## config.mk

```make
export PLATFORM = sky130hd
export DESIGN_NAME = videotex_pixel_serializer_flat
export DESIGN_NICKNAME = d
export VERILOG_FILES = /design/src/rtl/videotex_pixel_serializer_if.sv /design/src/rtl/videotex_pixel_serializer.sv /design/src/flat_wrapper.sv
export SDC_FILE = /design/constraint.sdc
export NUM_CORES = 1
export LEC_CHECK = 0
export BUFFER_PORTS_ARGS = -buffer_cell sky130_fd_sc_hd__clkbuf_2
export CAP_MARGIN = 20
export CORE_ASPECT_RATIO = 0.8
export CORE_MARGIN = 2
export CORE_UTILIZATION = 30
export DETAILED_ROUTE_END_ITERATION = 7
export HOLD_SLACK_MARGIN = 0.02
export PLACE_DENSITY = 0.55
export SYNTH_ARGS = -nofsm -noshare
export SYNTH_HDL_FRONTEND = slang
export SYNTH_SLANG_ARGS = --single-unit
```

## constraint.sdc

```tcl
create_clock -name clk -period 2.29 [get_ports clk]
set_clock_uncertainty 0.05 [all_clocks]
set_input_delay 0.229 -clock clk [delete_from_list [all_inputs] [get_ports clk]]
set_output_delay 0.229 -clock clk [all_outputs]
set_load 0.01 [all_outputs]
```

## src/rtl/videotex_pixel_serializer_if.sv

```systemverilog
// videotex_pixel_serializer_if: cell slice, attribute and colour-index bundle between
// the character generator (master) and the pixel serializer (slave).
interface videotex_pixel_serializer_if #(
    parameter int COLOR_WIDTH = 3
);
    logic                   load;
    logic [7:0]             row_pixels;
    logic [COLOR_WIDTH-1:0] fg_color;
    logic [COLOR_WIDTH-1:0] bg_color;
    logic                   flash;
    logic                   conceal;
    logic                   reveal;
    logic                   cursor;
    logic                   video_active;
    logic                   frame_start;
    logic [COLOR_WIDTH-1:0] pixel_color;
    logic                   flash_phase;
    logic                   underrun;
    modport master (
        output load, row_pixels, fg_color, bg_color, flash, conceal, reveal, cursor,
               video_active, frame_start,
        input  pixel_color, flash_phase, underrun
    );
    modport slave (
        input  load, row_pixels, fg_color, bg_color, flash, conceal, reveal, cursor,
               video_active, frame_start,
        output pixel_color, flash_phase, underrun
    );
endinterface

```

## src/rtl/videotex_pixel_serializer.sv

```systemverilog
// videotex_pixel_serializer: shifts 8-pixel cell slices out MSB first with flash/conceal/blanking.
// Optional cursor swap enabled by defining VIDEOTEX_CURSOR_EN.
module videotex_pixel_serializer #(
    parameter int COLOR_WIDTH  = 3,
    parameter int FLASH_FRAMES = 32
) (
    input logic                          clk,
    input logic                          reset,
    videotex_pixel_serializer_if.slave   bus
);
    logic [7:0]             sh;
    logic [2:0]             bit_count;
    logic                   valid;
    logic [COLOR_WIDTH-1:0] fg_h, bg_h;
    logic                   fl_h, co_h;
    logic [7:0]             frame_cnt;
`ifdef VIDEOTEX_CURSOR_EN
    logic                   cu_h;
`endif
    logic                   p, fl, co, slot, fg_vis, swap, frame_last;
    logic [COLOR_WIDTH-1:0] fg, bg, color, next_pixel;
    // The pixel registered at this edge is the new slice MSB on a load, otherwise
    // the bit that the shift is about to move into the MSB position.
    always_comb begin
        p          = bus.load ? bus.row_pixels[7] : sh[6];
        fg         = bus.load ? bus.fg_color : fg_h;
        bg         = bus.load ? bus.bg_color : bg_h;
        fl         = bus.load ? bus.flash : fl_h;
        co         = bus.load ? bus.conceal : co_h;
        slot       = bus.load || (valid && bit_count != 3'd7);
        fg_vis     = p && !(fl && !bus.flash_phase) && !(co && !bus.reveal);
`ifdef VIDEOTEX_CURSOR_EN
        swap       = (bus.load ? bus.cursor : cu_h) && bus.flash_phase;
`else
        swap       = 1'b0;
`endif
        color      = (fg_vis ^ swap) ? fg : bg;
        next_pixel = !bus.video_active ? '0 : slot ? color : bg_h;
        frame_last = frame_cnt == 8'(FLASH_FRAMES - 1);
    end
    always_ff @(posedge clk) begin
        if (reset) begin
            sh              <= '0;
            bit_count       <= '0;
            valid           <= 1'b0;
            fg_h            <= '0;
            bg_h            <= '0;
            fl_h            <= 1'b0;
            co_h            <= 1'b0;
`ifdef VIDEOTEX_CURSOR_EN
            cu_h            <= 1'b0;
`endif
            frame_cnt       <= '0;
            bus.pixel_color <= '0;
            bus.flash_phase <= 1'b1;
            bus.underrun    <= 1'b0;
        end else begin
            if (bus.load) begin
                sh        <= bus.row_pixels;
                bit_count <= '0;
                valid     <= 1'b1;
                fg_h      <= bus.fg_color;
                bg_h      <= bus.bg_color;
                fl_h      <= bus.flash;
                co_h      <= bus.conceal;
`ifdef VIDEOTEX_CURSOR_EN
                cu_h      <= bus.cursor;
`endif
            end else if (valid) begin
                sh        <= {sh[6:0], 1'b0};
                bit_count <= bit_count + 3'd1;
                valid     <= bit_count != 3'd7;
            end
            bus.pixel_color <= next_pixel;
            bus.underrun    <= (bus.video_active && !slot) || (bus.underrun && !bus.frame_start);
            if (bus.frame_start) begin
                frame_cnt       <= frame_last ? 8'd0 : frame_cnt + 8'd1;
                bus.flash_phase <= bus.flash_phase ^ frame_last;
            end
        end
    end
endmodule

```

## src/flat_wrapper.sv

```systemverilog
// flat-port wrapper written by rule: the top's interface ports become plain ports
module videotex_pixel_serializer_flat 
#(
    parameter int COLOR_WIDTH  = 3,
    parameter int FLASH_FRAMES = 32
)
  (clk, reset, bus_load, bus_row_pixels, bus_fg_color, bus_bg_color, bus_flash, bus_conceal, bus_reveal, bus_cursor, bus_video_active, bus_frame_start, bus_pixel_color, bus_flash_phase, bus_underrun);
  videotex_pixel_serializer_if #(.COLOR_WIDTH(COLOR_WIDTH)) bus_i ();
  input logic clk;
  input logic reset;
  input wire logic [$bits(bus_i.load)-1:0] bus_load;
  input wire logic [$bits(bus_i.row_pixels)-1:0] bus_row_pixels;
  input wire logic [$bits(bus_i.fg_color)-1:0] bus_fg_color;
  input wire logic [$bits(bus_i.bg_color)-1:0] bus_bg_color;
  input wire logic [$bits(bus_i.flash)-1:0] bus_flash;
  input wire logic [$bits(bus_i.conceal)-1:0] bus_conceal;
  input wire logic [$bits(bus_i.reveal)-1:0] bus_reveal;
  input wire logic [$bits(bus_i.cursor)-1:0] bus_cursor;
  input wire logic [$bits(bus_i.video_active)-1:0] bus_video_active;
  input wire logic [$bits(bus_i.frame_start)-1:0] bus_frame_start;
  output wire logic [$bits(bus_i.pixel_color)-1:0] bus_pixel_color;
  output wire logic [$bits(bus_i.flash_phase)-1:0] bus_flash_phase;
  output wire logic [$bits(bus_i.underrun)-1:0] bus_underrun;
  assign bus_i.load = bus_load;
  assign bus_i.row_pixels = bus_row_pixels;
  assign bus_i.fg_color = bus_fg_color;
  assign bus_i.bg_color = bus_bg_color;
  assign bus_i.flash = bus_flash;
  assign bus_i.conceal = bus_conceal;
  assign bus_i.reveal = bus_reveal;
  assign bus_i.cursor = bus_cursor;
  assign bus_i.video_active = bus_video_active;
  assign bus_i.frame_start = bus_frame_start;
  assign bus_pixel_color = bus_i.pixel_color;
  assign bus_flash_phase = bus_i.flash_phase;
  assign bus_underrun = bus_i.underrun;
  videotex_pixel_serializer #(.COLOR_WIDTH(COLOR_WIDTH), .FLASH_FRAMES(FLASH_FRAMES)) u_core (.clk(clk), .reset(reset), .bus(bus_i));
endmodule
```

==> out/results.tsv, run 1 <==
metric	value	unit
status	finished clean	
total CTS buffers	5	
arrival time worst endpoint	1.95	ns
crit path launch type	register	
area of the multi-input gates	711.9	um^2
chip width	80.35	um
initial antenna violation count	0	
post-CTS setup buffers	0	
distinct cell type count after synthesis	33	
final instance area	0.001692	mm^2
Max Root-Sink Buffers	2	
DP HPWL	1.898	mm
final hold vios	0	
die height	65.08	um
FMAX	563.1	MHz
Static Leak	0.7003	nW
Final min period	1.776	ns
final period utilization	77.55	%
yosys warns	0	
part of the power in combinational logic	10.0	%
drt pass-1 iters	5	
Max Cap Viol	0	
internal power	0.0009638	W
Starting Density	30.80	%
core area	0.004542	mm^2
hold_buf cts	0	
Data required, critical path	2.46	ns
first-pass GRT wire length	4.629	mm
vias in the first global route	1045	
Slew headroom	65.88	%
FP Rows	22	
synthesized flop and latch total	32	
Crit. End Element	register	
Clk Latency, worst-skew pair	0.28	ns
Vias/cell	4.617	
count leader, synth	dfxtp_1	
post_cts resized	0	
setup TNS	0	ns
Net Sw Frac	22.95	%
Worst Tran Pin Value	0.5118	ns
Psw	0.0002871	W
proportion of power drawn by the clock network	42.4	%
Synth Flop Type	dfxtp_1	
die area	0.005228	mm^2
nets	208	
port bufs	26	
antenna-violating nets left	0	
Crit Path Class	register to register	
Residual DRC	0	
area post-placement	0.001584	mm^2
Peak supply drop	0.4810	mV
RePlAce Congestion	0.7311	
CTS tree	built	
largest area contributor in the netlist	dfxtp_1	
Remaining Overflow, GRT	0	
Seq. cell area	640.6	um^2
CTS Sinks	32	
Synth area leaders	dfxtp_1 46%, mux2i_1 11%, nor2_1 7.8%, a21oi_1 3.9%, ha_1 2.7%	
largest net degree at the start of global routing	31	
Seq pwr share	47.6	%
Power per Cell Area	739.4	mW/mm^2
Tot GR Track Use	11.55	%
1st-iter DRT viols	50	
sequential fraction of the synthesis area	45.80	%
peak fanout along the critical path	3	
syn nets	180	
ANT cells	0	
top cells by instance count after synthesis	32 x dfxtp_1, 29 x nor2_1, 16 x mux2i_1, 11 x a21oi_1, 7 x nor3_1	
drt total wl	2.735	mm
Avg WL per Cell	11.26	um
Vias	1122	
IO Count	28	
top-area cell type share of the netlist area	45.80	%
Final Max Tran Viols	0	
Fillers	487	
Hold/Removal Path Class	input port to register	
EDFF count, synth	0	
ys async rst share	0	%
unrepaired setup endpoints after global routing	false	
Post-Synthesis Cells	154	
Worst-path clk slew	0.07	ns
Syn Std Cell Area	0.001399	mm^2
endpoints failing setup	0	
layout cells sized above 1	21.31	%
Syn-to-layout area delta	20.93	%
Syn Area/Cell	9.083	um^2
CTS H-tree lvls	2	
Clock Tree Root	clkbuf_8	
worst paths after layout:
path,endpoint,startpoint,cells past startpoint,slack (ns)
min,u_core.sh[6],bus_row_pixels[6],3,0.13
min reg2reg,u_core.fg_h[2],u_core.fg_h[2],2,0.44
max,u_core.bus.pixel_color[2],u_core.bit_count[0],6,0.51
max reg2reg,u_core.bus.pixel_color[2],u_core.bit_count[0],6,0.51
flip-flops by register name (all words and copies together) (netlist names), 3 cells and up:
| signal | cells |
|---|---|
| u_core.bus.pixel_color | 3 |
| u_core.bg_h | 3 |
| u_core.frame_cnt | 8 |
| u_core.fg_h | 3 |
| u_core.sh | 7 |
| u_core.bit_count | 3 |
metrics by stage:
stage | utilization (%) | setup slack [ns] | hold WS, ns | total power, W | instances
after floorplan | - | 0.6084 | 0.3181 | 0.0006938 | 154
after global placement | 34.88 | 0.5382 | 0.4160 | 0.0007331 | 235
after detailed placement | 34.88 | 0.5114 | 0.4136 | 0.0007344 | 235
after CTS | 37.25 | 0.4949 | 0.1172 | 0.001269 | 243
after global routing | 37.25 | 0.4450 | 0.1579 | 0.001307 | 243
final | 37.25 | 0.5141 | 0.1324 | 0.001251 | 243
area by class of cell:
type	instances	area share, %
well taps	60	4.438
inverters	1	0.2219
clock inverters	2	2.071
flip-flops and latches	32	37.87
multi-input cells	113	42.09
repair buffers	29	9.024
clock buffers	6	4.290
cell usage in the layout (no fill, tap or decap), drive strengths merged, types with 2 or more instances in the layout:
master,synthesis,routed
a21oi,11,11
buf,4,3
clkbuf,4,32
dfxtp,32,32
ha,3,3
mux2i,17,17
nand2,5,5
nand2b,5,5
nand3,5,5
nand4,2,2
nor2,30,30
nor2b,3,3
nor3,7,7
nor3b,3,3
o21a,2,2
o21ai,3,3
o31ai,2,2
or4,2,2
xnor2,4,4
xor2,2,2
cells by family (layout without fill, tap and decap cells):
kind of cell    count (synthesis)  in the layout  share of synthesized area [%]
buf+inv                         9             38                          3.308
mux                            17             17                          12.43
compound gates                 22             22                          9.481
fa+ha+maj                       3              3                          2.684
flops                          32             32                          45.80
simple gates                   65             65                          22.54
xor+xnor                        6              6                          3.757
metal layers:
layer / vias to the layer above / global-route usage [%] / share of wire, %
met5: - / 0 / 0
met4: 0 / 4.661 / 1.3
met3: 6 / 4.457 / 4.6
met2: 21 / 16.98 / 41
met1: 502 / 15.13 / 53
li1: 593 / - / -
worst max-delay path, stage by stage (launching register included):
cell	delay (ns)
dfxtp_1	0.33
ha_1	0.20
ha_1	0.18
nand2b_1	0.16
a21o_1	0.21
or4_1	0.51
nand3_1	0.08
power groups by stage:
| stage | Sequential, W | Clock (W) | Combinational, W |
|---|---|---|---|
| detailed placement | 0.000608 | 0 | 0.000126 |
| CTS | 0.000596 | 0.000547 | 0.000127 |
| finish | 0.000596 | 0.000530 | 0.000125 |
| floorplan | 0.000607 | 0 | 0.0000871 |
| global route | 0.000598 | 0.000567 | 0.000142 |
| global placement | 0.000608 | 0 | 0.000125 |
No activity file was read; power rests on OpenSTA's default activity.
==> run 2, diff against run 1 <==
--- a/config.mk
+++ b/config.mk
@@ -5,6 +5,7 @@
 export SDC_FILE = /design/constraint.sdc
 export NUM_CORES = 1
 export LEC_CHECK = 0
+export ABC_AREA = 1
 export BUFFER_PORTS_ARGS = -buffer_cell sky130_fd_sc_hd__clkbuf_2
 export CAP_MARGIN = 20
 export CORE_ASPECT_RATIO = 0.8
@@ -12,7 +13,7 @@
 export CORE_UTILIZATION = 30
 export DETAILED_ROUTE_END_ITERATION = 7
 export HOLD_SLACK_MARGIN = 0.02
-export PLACE_DENSITY = 0.55
+export PLACE_DENSITY = 0.56
 export SYNTH_ARGS = -nofsm -noshare
 export SYNTH_HDL_FRONTEND = slang
 export SYNTH_SLANG_ARGS = --single-unit
==> constraint.sdc (replaced) <==
create_clock -name clk -period 1.6 [get_ports clk]
set_clock_uncertainty 0.05 [all_clocks]
set_input_delay 0.16 -clock clk [delete_from_list [all_inputs] [get_ports clk]]
set_output_delay 0.16 -clock clk [all_outputs]
set_load 0.01 [all_outputs]
==> run 2 against run 1 <==
  * Design area up 6.6%
  * Synthesized area up 5.6%
  * Combinational power increased by 52%
  * Final cell count rose by 21%
  * Count of clock-buffer cells in the layout unchanged
  * Setup slack worse by 0.20 ns
  * Total power rose by 43%
  * Critical path type unchanged
  * Critical path depth grew 1
  * First-iteration DRC count up 36%
  * Global-route usage increased by 0.54 points
  * Fmax grew 38%
  * Largest cell class unchanged
  * Clock power increased by 41%
==> out/results.tsv, run 2 <==
metric	value	unit	change
Data required, critical path	1.77	ns	-0.69 ns
top flop regs	u_core.frame_cnt (8), u_core.sh (7)		
Tot GR Track Use	12.10	%	+0.54 points
critical path buffer and inverter count	0		unchanged
Max Root-Sink Buffers	2		unchanged
crit-path cells	ha_1 > ha_1 > nand2_1 > nand2_1 > nor2_4 > nand3_1 > nand2_1		
Vias/cell	4.299		-6.9%
Syn-to-layout area delta	22.02	%	
simple-gate portion of the synthesized area	32.35	%	+9.8 points
Slew headroom	67.76	%	+1.9 points
vias in the first global route	1080		+3.3%
Synth area leaders	dfxtp_1 43%, nand2_1 14%, inv_1 6.6%, nor2_1 5.3%, nand3_1 3.4%		
Crit. End Element	register		
drt pass-1 iters	4		-1
Starting Density	31.76	%	+0.97 points
FP Rows	22		unchanged
Clk Latency, worst-skew pair	0.28	ns	about the same
Critical Path Max Stage Delay	0.33	ns	-0.18 ns
hold_buf cts	0		unchanged
port bufs	26		unchanged
sequential fraction of the synthesis area	43.35	%	-2.4 points
Residual DRC	0		unchanged
Synth Area in XOR/XNOR	1.778	%	-2.0 points
initial antenna violation count	0		unchanged
layout cells sized above 1	22.22	%	+0.91 points
count leader, synth	nand2_1		
Syn Area/Cell	7.425	um^2	-18%
Power per Cell Area	991.8	mW/mm^2	+34%
RePlAce Congestion	0.7683		+5.1%
peak fanout along the critical path	3		unchanged
largest net degree at the start of global routing	20		-35%
ys async rst share	0	%	unchanged
Synth Flop Type	dfxtp_1		
crit path launch type	register		
Critical Path Slowest Stage Cell	dfxtp_1		
max FFs per register	8		unchanged
post_cts resized	0		unchanged
post-CTS setup buffers	0		unchanged
Crit Path Class	register to register		
final period utilization	80.53	%	+3.0 points
nets	259		+25%
post-placement setup slack	0.2190	ns	-0.2923 ns
Static Leak	0.8952	nW	+28%
distinct cell type count after synthesis	30		-9.1%
1st-iter DRT viols	68		+36%
Worst-path clk slew	0.07	ns	about the same
endpoints failing setup	0		unchanged
CTS tree	built		
Biggest register	u_core.frame_cnt		
core area	0.004652	mm^2	+2.4%
Hold/Removal Path Class	input port to register		
Worst Tran Pin Value	0.4836	ns	-0.02821 ns
top-area cell type share of the netlist area	43.35	%	-2.4 points
status	finished clean		
FMAX	776.1	MHz	+38%
die height	66.78	um	+2.6%
setup TNS	0	ns	unchanged
die area	0.005507	mm^2	+5.3%
Max Cap Viol	0		unchanged
arrival time worst endpoint	1.46	ns	-0.49 ns
antenna-violating nets left	0		unchanged
critical path's top delay family	simple AND/OR/NAND/NOR gates		
Remaining Overflow, GRT	0		unchanged
largest area contributor in the netlist	dfxtp_1		
Final min period	1.288	ns	-0.4874 ns
Clock Tree Root	clkbuf_8		
synthesized flop and latch total	32		unchanged
Synth Area in Compound Gates	8.891	%	-0.59 points
chip width	82.47	um	+2.6%
Fillers	502		+3.1%
Syn Std Cell Area	0.001478	mm^2	+5.6%
IO Count	28		unchanged
unrepaired setup endpoints after global routing	false		
top cells by instance count after synthesis	57 x nand2_1, 32 x dfxtp_1, 26 x inv_1, 21 x nor2_1, 10 x nand3_1		
DP HPWL	2.218	mm	+17%
EDFF count, synth	0		unchanged
adder-cell share of the synthesized area	2.540	%	-0.14 points
total CTS buffers	5		unchanged
Post-Synthesis Cells	199		+29%
setup ws final	0.3116	ns	-0.2026 ns
crit-path most repeated cell	nand2_1		
hold_ws	0.06458	ns	-0.06786 ns
drt total wl	2.937	mm	+7.4%
first-pass GRT wire length	4.912	mm	+6.1%
commonest cells after routing, fill and taps aside	57 x nand2_1, 32 x dfxtp_1, 26 x inv_1, 26 x clkbuf_2, 21 x nor2_1		
ANT cells	0		unchanged
CTS Sinks	32		unchanged
commonest non-fill, non-tap cell in the layout	nand2_1		
syn nets	225		+25%
CTS H-tree lvls	2		unchanged
yosys warns	0		unchanged
Vias	1264		+13%
final hold vios	0		unchanged
largest family of logic cells by synthesized area	simple AND/OR/NAND/NOR gates		
Avg WL per Cell	9.990	um	-11%
mux cell area share after synthesis	2.032	%	-10 points
Peak supply drop	0.4586	mV	-4.7%
Final Max Tran Viols	0		unchanged
## run 2: cell count changes in the layout (fill, tap and decap cells not counted), sizes merged, moves of 3 or more
cell and delta:
o21ai +6, mux2i -14, inv +28, nand2 +55
nand3 +7, nor3 -7, nand4 +3, nor3b -3
nor2b -3, nand2b -5, a21oi -3, nor2 -6
## run 2: per-stage QoR
step | total power, W | instance area [um^2] | cells | util [%]
after CTS | 0.001820 | 1803 | 294 | 38.76
final | 0.001788 | 1803 | 294 | 38.76
after detailed placement | 0.001062 | 1695 | 286 | 36.44
after global routing | 0.001879 | 1803 | 294 | 38.76
after global placement | 0.001061 | 1695 | 286 | 36.44
after floorplan | 0.0009919 | 1478 | 199 | -
## run 2: path summary, 6_finish.rpt
kind / start / endpoint / slack, ns / cells past startpoint
min: bus_row_pixels[0] / u_core.sh[0] / 0.06 / 3
max reg2reg: u_core.bit_count[0] / u_core.bus.pixel_color[1] / 0.31 / 7
min reg2reg: u_core.bg_h[0] / u_core.bus.pixel_color[0] / 0.40 / 2
max: u_core.bit_count[0] / u_core.bus.pixel_color[1] / 0.31 / 7
## run 2: kinds of logic after synthesis
kind of cell / Yosys count
and+or+nand+nor: 103
adders and majority gates: 3
AOI/OAI and AO/OA: 22
xor gates and xnor gates: 3
muxes: 3
buffers and inverters: 33
DFF: 32
## run 2: final cells by class
class	instances	area [um^2]	share of cell area [%]
sequential	32	640.6	35.53
multi-input combinational	134	703.2	39.00
tap	60	75.07	4.164
inverter	29	108.9	6.037
timing repair buffer	31	167.7	9.299
clock inverter	2	35.03	1.943
clock buffer	6	72.57	4.025
## run 2: where the power goes
group | internal, W | switching [W]
clock | 0.000462 | 0.000285
combinational | 0.0000801 | 0.000110
sequential | 0.000834 | 0.0000176
## run 2: routing by layer
metal | vias to the layer above | part of all wire, % | global-route usage (%)
met5 | - | 0 | 0
li1 | 703 | - | -
met2 | 28 | 39 | 17.04
met4 | 0 | 1.3 | 5.000
met3 | 5 | 5.4 | 4.472
met1 | 528 | 54 | 16.43
## run 2: worst register-to-register path: cells and delay by family, from the launching register on
| kind | cells | cell delay [ns] |
|---|---|---|
| adder cells (fa/ha/maj) | 2 | 0.39 |
| flip-flops | 1 | 0.33 |
| AND/OR/NAND/NOR | 5 | 0.48 |
